===== config.mk =====
export PLATFORM = sky130hd
export DESIGN_NAME = mips_run_ctrl
export DESIGN_NICKNAME = d
export VERILOG_FILES = /design/src/rtl/mips_run_pkg.sv /design/src/rtl/run_trace_buf.sv /design/src/rtl/mips_run_ctrl.sv
export SDC_FILE = /design/constraint.sdc
export NUM_CORES = 1
export LEC_CHECK = 0
export ABC_AREA = 1
export BUFFER_PORTS_ARGS = -buffer_cell sky130_fd_sc_hd__buf_2
export CORE_MARGIN = 2
export CORE_UTILIZATION = 30
export DETAILED_ROUTE_END_ITERATION = 16
export PLACE_DENSITY = 0.5
export SLEW_MARGIN = 20
export SYNTH_ARGS = -nofsm -noshare
export SYNTH_HDL_FRONTEND = slang
export SYNTH_SLANG_ARGS = --single-unit

===== constraint.sdc =====
create_clock -name clk_i -period 10.9 [get_ports clk_i]
set_input_delay 2.18 -clock clk_i [delete_from_list [all_inputs] [get_ports clk_i]]
set_output_delay 2.18 -clock clk_i [all_outputs]
set_load 0.02 [all_outputs]

===== src/rtl/mips_run_pkg.sv =====
// Shared types and trace-entry layout for the mips run controller.
package mips_run_pkg;

    typedef enum logic [1:0] {
        StIdle,
        StRstHold,
        StRun,
        StDone
    } run_state_e;

    localparam int unsigned TRACE_W         = 69;
    localparam int unsigned TRACE_WDATA_LSB = 0;
    localparam int unsigned TRACE_WADDR_LSB = 32;
    localparam int unsigned TRACE_PC_LSB    = 37;

    function automatic logic [TRACE_W-1:0] pack_trace(input logic [31:0] pc,
                                                      input logic [4:0]  waddr,
                                                      input logic [31:0] wdata);
        logic [TRACE_W-1:0] e;
        e = '0;
        e[TRACE_PC_LSB +: 32]    = pc;
        e[TRACE_WADDR_LSB +: 5]  = waddr;
        e[TRACE_WDATA_LSB +: 32] = wdata;
        return e;
    endfunction

endpackage


===== src/rtl/run_trace_buf.sv =====
// Circular writeback trace: keeps the newest DEPTH entries, read back oldest-relative
// through a one-cycle registered port.
module run_trace_buf
    import mips_run_pkg::*;
#(
    parameter int unsigned DEPTH = 16
) (
    input  logic                       clk_i,
    input  logic                       rst_ni,
    input  logic                       clear_i,
    input  logic                       we_i,
    input  logic [TRACE_W-1:0]         wdata_i,
    input  logic [$clog2(DEPTH)-1:0]   rd_idx_i,
    output logic [$clog2(DEPTH):0]     count_o,
    output logic                       rd_valid_o,
    output logic [TRACE_W-1:0]         rd_data_o
);

    localparam int unsigned IdxW = $clog2(DEPTH);

    logic [TRACE_W-1:0] mem_q [DEPTH];
    logic [IdxW-1:0]    wr_ptr_q;
    logic [IdxW:0]      count_q;
    logic               rd_valid_q;
    logic [TRACE_W-1:0] rd_data_q;

    logic [IdxW-1:0]    oldest;
    logic [IdxW-1:0]    rd_addr;
    logic               rd_hit;

    // Count's low bits are zero when full, so this yields wr_ptr (full) or 0 (filling).
    assign oldest  = wr_ptr_q - count_q[IdxW-1:0];
    assign rd_addr = oldest + rd_idx_i;
    assign rd_hit  = {1'b0, rd_idx_i} < count_q;

    always_ff @(posedge clk_i) begin
        if (!rst_ni) begin
            wr_ptr_q   <= '0;
            count_q    <= '0;
            rd_valid_q <= 1'b0;
            rd_data_q  <= '0;
        end else begin
            if (clear_i) begin
                wr_ptr_q <= '0;
                count_q  <= '0;
            end else if (we_i) begin
                wr_ptr_q <= wr_ptr_q + 1'b1;
                if (count_q != (IdxW + 1)'(DEPTH)) begin
                    count_q <= count_q + 1'b1;
                end
            end
            rd_valid_q <= rd_hit;
            rd_data_q  <= rd_hit ? mem_q[rd_addr] : '0;
        end
    end

    always_ff @(posedge clk_i) begin
        if (rst_ni && we_i && !clear_i) begin
            mem_q[wr_ptr_q] <= wdata_i;
        end
    end

    assign count_o    = count_q;
    assign rd_valid_o = rd_valid_q;
    assign rd_data_o  = rd_data_q;

endmodule


===== src/rtl/mips_run_ctrl.sv =====
// Run controller beside the mips core: reset sequencing, cycle/retire counting,
// end-of-program and timeout detection, and a writeback trace for post-run dump.
module mips_run_ctrl
    import mips_run_pkg::*;
#(
    parameter int unsigned RST_CYCLES  = 2,
    parameter int unsigned TIMEOUT     = 100000,
    parameter logic [31:0] HALT_PC     = 32'h0000_3ffc,
    parameter int unsigned HALT_REPEAT = 4,
    parameter int unsigned TRACE_DEPTH = 16,
    parameter int unsigned CNT_W       = 32
) (
    input  logic                           clk_i,
    input  logic                           rst_ni,
    input  logic                           start_i,
    input  logic                           retire_valid_i,
    input  logic [31:0]                    retire_pc_i,
    input  logic                           reg_we_i,
    input  logic [4:0]                     reg_waddr_i,
    input  logic [31:0]                    reg_wdata_i,
    input  logic [$clog2(TRACE_DEPTH)-1:0] trace_rd_idx_i,
    output logic                           core_reset_o,
    output logic                           running_o,
    output logic                           done_o,
    output logic                           halted_o,
    output logic                           timed_out_o,
    output logic [CNT_W-1:0]               cycle_cnt_o,
    output logic [CNT_W-1:0]               retire_cnt_o,
    output logic [$clog2(TRACE_DEPTH):0]   trace_count_o,
    output logic                           trace_rd_valid_o,
    output logic [TRACE_W-1:0]             trace_rd_data_o
);

    localparam int unsigned HoldW = (RST_CYCLES > 1) ? $clog2(RST_CYCLES) : 1;
    localparam int unsigned RepW  = $clog2(HALT_REPEAT + 1);
    localparam logic [HoldW-1:0] HoldLast    = HoldW'(RST_CYCLES - 1);
    localparam logic [RepW-1:0]  RepTarget   = RepW'(HALT_REPEAT);
    localparam logic [CNT_W-1:0] TimeoutLast = CNT_W'(TIMEOUT - 1);

    run_state_e       state_q, state_d;
    logic [HoldW-1:0] hold_q, hold_d;
    logic [CNT_W-1:0] cycle_q, cycle_d;
    logic [CNT_W-1:0] retire_q, retire_d;
    logic             halted_q, halted_d;
    logic             timed_out_q, timed_out_d;
    logic [31:0]      prev_pc_q, prev_pc_d;
    logic             prev_valid_q, prev_valid_d;
    logic [RepW-1:0]  rep_q, rep_d;

    logic             start_run;
    logic [RepW-1:0]  rep_next;
    logic             halt_hit;
    logic             timeout_hit;
    logic             trace_we;

    // Run length of identical retired PCs; idle cycles leave it untouched.
    always_comb begin
        rep_next = RepW'(1);
        if (prev_valid_q && retire_pc_i == prev_pc_q) begin
            rep_next = (rep_q == '1) ? rep_q : rep_q + 1'b1;
        end
    end

    assign halt_hit    = retire_valid_i && (retire_pc_i == HALT_PC || rep_next >= RepTarget);
    assign timeout_hit = (TIMEOUT != 0) && (cycle_q == TimeoutLast);

    always_comb begin
        state_d      = state_q;
        hold_d       = hold_q;
        cycle_d      = cycle_q;
        retire_d     = retire_q;
        halted_d     = halted_q;
        timed_out_d  = timed_out_q;
        prev_pc_d    = prev_pc_q;
        prev_valid_d = prev_valid_q;
        rep_d        = rep_q;
        start_run    = 1'b0;

        unique case (state_q)
            StIdle, StDone: begin
                if (start_i) begin
                    state_d      = StRstHold;
                    start_run    = 1'b1;
                    hold_d       = '0;
                    cycle_d      = '0;
                    retire_d     = '0;
                    halted_d     = 1'b0;
                    timed_out_d  = 1'b0;
                    prev_valid_d = 1'b0;
                    rep_d        = '0;
                end
            end
            StRstHold: begin
                if (hold_q == HoldLast) begin
                    state_d = StRun;
                end else begin
                    hold_d = hold_q + 1'b1;
                end
            end
            StRun: begin
                if (cycle_q != '1) begin
                    cycle_d = cycle_q + 1'b1;
                end
                if (retire_valid_i) begin
                    if (retire_q != '1) begin
                        retire_d = retire_q + 1'b1;
                    end
                    prev_pc_d    = retire_pc_i;
                    prev_valid_d = 1'b1;
                    rep_d        = rep_next;
                end
                if (halt_hit) begin
                    state_d  = StDone;
                    halted_d = 1'b1;
                end else if (timeout_hit) begin
                    state_d     = StDone;
                    timed_out_d = 1'b1;
                end
            end
            default: state_d = StIdle;
        endcase
    end

    always_ff @(posedge clk_i) begin
        if (!rst_ni) begin
            state_q      <= StIdle;
            hold_q       <= '0;
            cycle_q      <= '0;
            retire_q     <= '0;
            halted_q     <= 1'b0;
            timed_out_q  <= 1'b0;
            prev_pc_q    <= '0;
            prev_valid_q <= 1'b0;
            rep_q        <= '0;
        end else begin
            state_q      <= state_d;
            hold_q       <= hold_d;
            cycle_q      <= cycle_d;
            retire_q     <= retire_d;
            halted_q     <= halted_d;
            timed_out_q  <= timed_out_d;
            prev_pc_q    <= prev_pc_d;
            prev_valid_q <= prev_valid_d;
            rep_q        <= rep_d;
        end
    end

    assign trace_we = (state_q == StRun) && reg_we_i && (reg_waddr_i != 5'd0);

    run_trace_buf #(
        .DEPTH (TRACE_DEPTH)
    ) u_trace (
        .clk_i      (clk_i),
        .rst_ni     (rst_ni),
        .clear_i    (start_run),
        .we_i       (trace_we),
        .wdata_i    (pack_trace(retire_pc_i, reg_waddr_i, reg_wdata_i)),
        .rd_idx_i   (trace_rd_idx_i),
        .count_o    (trace_count_o),
        .rd_valid_o (trace_rd_valid_o),
        .rd_data_o  (trace_rd_data_o)
    );

    assign core_reset_o = (state_q != StRun);
    assign running_o    = (state_q == StRun);
    assign done_o       = (state_q == StDone);
    assign halted_o     = halted_q;
    assign timed_out_o  = timed_out_q;
    assign cycle_cnt_o  = cycle_q;
    assign retire_cnt_o = retire_q;

endmodule

==> run_results.csv <==
group,metric,value,unit
timing,slew_headroom,0.234,
clocking,ctsRootBufferMaster,"clkbuf_16",
grt,grtUsageTotal,0.167,
final_layout,final_common_cell,"edfxtp_1",
floorplanning,rows,151,
clocking,cts_hold_buffers,0,
pwr,power.density,229,nW/um^2
synthesis,synth_top_family_by_area,"compound AO/OA/AOI/OAI gates",
synthesis,ys_warn_count,0,
worst_hold_path,hp-class,"flop to flop",
final_layout,drive_above_1_share,0.147,
synthesis,ys_ff_latch,1288,
floorplanning,die_x,418,um
routing,drc,0,
floorplanning,io_pins,222,
final_layout,instances_no_fill,6734,
floorplanning,core,170000,um^2
grt,grt_pass1_wl,220,mm
synthesis,syn_nets,4315,
routing,viasPerCell,5.00,
timing,tns,0,ns
final_layout,fin_util,0.352,
clocking,clk-insertion-delay-late,0.79,ns
timing,setup_viol,0,
final_layout,fin_nets,4493,
clocking,cts_tree,"done",
timing,layout_min_cycle_time,5.89,ns
final_layout,nFillCells,16534,
synthesis,yosys.area_share.simple,0.101,
critical_path,critPathCaptureType,"flop",
routing,wire_per_inst,22.0,um
clocking,clk_pin_slew,0.06,ns
routing,route.vias.total,33659,
grt,grt_max_degree,223,
final_layout,area_growth_syn_to_layout,16.2,%
timing,maxClockFrequency,170,MHz
synthesis,avgSynthCellArea,12.2,um^2
pwr,vdd_drop_max,0.256,mV
timing,fin_ws,5.01,ns
timing,final-hold-violation-count,0,
place,numPortBuffers,221,
grt,grt_overflow,0,
critical_path,arrival,6.58,ns
floorplanning,start_util,0.303,
synthesis,synth-adder-area-share,0.00603,
grt,antenna_found_initial,24,
timing,fin_worst_skew,0.0256,ns
critical_path,worstSetupStartpointType,"primary input",
routing,wl,148,mm
place,place_hpwl,78.6,mm
synthesis,synth_xor_area_frac,0.00596,
routing,antenna_left,0,
synthesis,syn_inst,4214,
clocking,clock_sinks,1288,
synthesis,synthesis.area,51400,um^2
critical_path,cp_data_required_time,11.59,ns
floorplanning,die_area,175000,um^2
synthesis,muxShareOfSynthArea,0.0304,
pwr,p_leak,19.8,nW
floorplanning,die_h,418,um
place,place_inst,6464,
synthesis,synth_compound_area_frac,0.111,
critical_path,path_class,"primary input to flop",
flow_run,max-cap-violations,0,
routing,drt_iter0_drc,2890,
grt,grt_pass1_vias,33192,
place,pre_cts_slack,4.21,ns
clocking,cts.htree.levels,4,
place,place_congestion,0.808,
clocking,post_cts_buffers,0,
status,status,"completed",
timing,rsz0062_at_grt,"false",
synthesis,ys_seq_area_frac,0.716,
synthesis,ys_types,43,
routing,drtPass1Iterations,7,
clocking,cts_resized,0,
critical_path,critPathMaxFanout,82,
timing,fin_crit_sh,0.540,
clocking,cts_buffers,144,
final_layout,layout_common_cells,"edfxtp_1, nor2_1, o21ai_0, nand2_1, o22ai_1",
timing,drv_slew,0,
clocking,cts_buffer_depth,3,
timing,tightest_slew,1.15,ns
[routing by layer]
metal | vias up | GRT usage | wire length, um
met2 | 836 | 0.277 | 71300
met5 | - | 0 | 185
li1 | 15655 | - | -
met4 | 28 | 0.0439 | 3230
met1 | 16895 | 0.223 | 65500
met3 | 245 | 0.0338 | 8150
[worst max-delay path, stage by stage]
cell and delay (ns):
buf_2 0.14, inv_1 0.07, fa_1 0.52, fa_4 1.21, buf_4 0.88, buf_4 0.67
o21ai_0 0.19, o22ai_1 0.23, mux2_2 0.18, nand2_1 0.05, a21oi_1 0.15
[power breakdown]
part / leakage, nW / internal (W) / total (W) / switching, W
combinational: 6.13 / 0.00117 / 0.00336 / 0.00219
sequential: 11.4 / 0.00544 / 0.00551 / 0.0000718
clock: 2.29 / 0.00277 / 0.00480 / 0.00203
total: 19.8 / 0.00938 / 0.0137 / 0.00430
[sequential cells by signal, summed over array words and instances (netlist names)]
register and flops:
halted_o 1, prev_pc_q 32, rep_q 3, u_trace.rd_data_o 69, u_trace.mem_q 1104, hold_q 1
cycle_cnt_o 32, u_trace.rd_valid_o 1, retire_cnt_o 32, u_trace.count_o 5, prev_valid_q 1, u_trace.wr_ptr_q 4
state_q 2, timed_out_o 1
[logic make-up (layout without fill, tap and decap cells)]
kind of cell | Yosys count | in the layout
DFF | 1288 | 1288
muxes | 139 | 139
other | 0 | 3
adders and majority gates | 23 | 23
buffers and inverters | 388 | 687
and+or+nand+nor | 1284 | 1284
AOI/OAI and AO/OA | 1057 | 1057
xor gates and xnor gates | 35 | 35
[path summary, 6_finish.rpt]
kind                                    startpoint                          endpoint  slack (ns)  cells after the start
setup reg to reg  u_trace.wr_ptr_q[0]$_SDFFE_PP0P_  u_trace.rd_data_o[58]$_SDFF_PN0_        6.02                     13
hold reg to reg          prev_pc_q[1]$_SDFFE_PN0P_         prev_pc_q[1]$_SDFFE_PN0P_        0.47                      2
setup / recovery                 trace_rd_idx_i[1]  u_trace.rd_data_o[58]$_SDFF_PN0_        5.01                     11
hold / removal           prev_pc_q[1]$_SDFFE_PN0P_         prev_pc_q[1]$_SDFFE_PN0P_        0.47                      2
[cells in the mapped netlist]
cell / count / area [um^2]
buf_6: 3 / 33.8
nand2_1: 386 / 1450
xnor2_1: 13 / 114
nor3b_1: 8 / 60.1
nor2_2: 1 / 6.26
buf_2: 52 / 260
nor2_1: 728 / 2730
o21a_1: 3 / 22.5
o211a_1: 1 / 10.0
nor3_1: 33 / 165
and3_1: 3 / 18.8
dfxtp_1: 184 / 3680
nand3_2: 1 / 10.0
o31ai_1: 1 / 7.51
xor2_1: 22 / 193
clkbuf_1: 172 / 646
o21ai_2: 1 / 8.76
buf_1: 14 / 52.6
a21oi_1: 153 / 766
a211oi_2: 1 / 12.5
clkinv_1: 2 / 7.51
o21ai_0: 546 / 2730
o22ai_1: 276 / 1730
o21ai_1: 64 / 320
ha_1: 20 / 250
nor4_4: 1 / 21.3
nor4_1: 20 / 125
nand2_2: 1 / 6.26
a21boi_0: 2 / 15.0
or2_2: 11 / 68.8
mux2_2: 139 / 1570
a31oi_1: 2 / 12.5
edfxtp_1: 1104 / 33200
nand3b_1: 10 / 75.1
inv_1: 139 / 522
fa_1: 3 / 60.1
a2bb2oi_1: 1 / 8.76
nand3_1: 48 / 240
nand4_1: 33 / 206
a211oi_1: 2 / 15.0
buf_4: 3 / 22.5
inv_2: 3 / 11.3
o21bai_1: 4 / 30.0
[stage by stage]
stage,cell area [um^2],power (W),hold WS [ns]
floorplan,51400,0.00797,0.442
global placement,54900,0.00900,0.453
detailed placement,55000,0.00901,0.458
CTS,59700,0.0138,0.466
global route,59700,0.0144,0.486
finish,59800,0.0137,0.465
[area by class of cell]
type                            count  area (um^2)  share of cell area
Tap cell                         2218         2780              0.0464
Inverter                          144          561             0.00938
Sequential cell                  1288        36800               0.616
Antenna cell                        3         7.51            0.000126
Clock buffer                      204         4030              0.0675
Clock inverter                     63          676              0.0113
Multi-Input combinational cell   2538        13200               0.221
Timing Repair Buffer              276         1650              0.0275
Power figures use the tool's default switching activity.
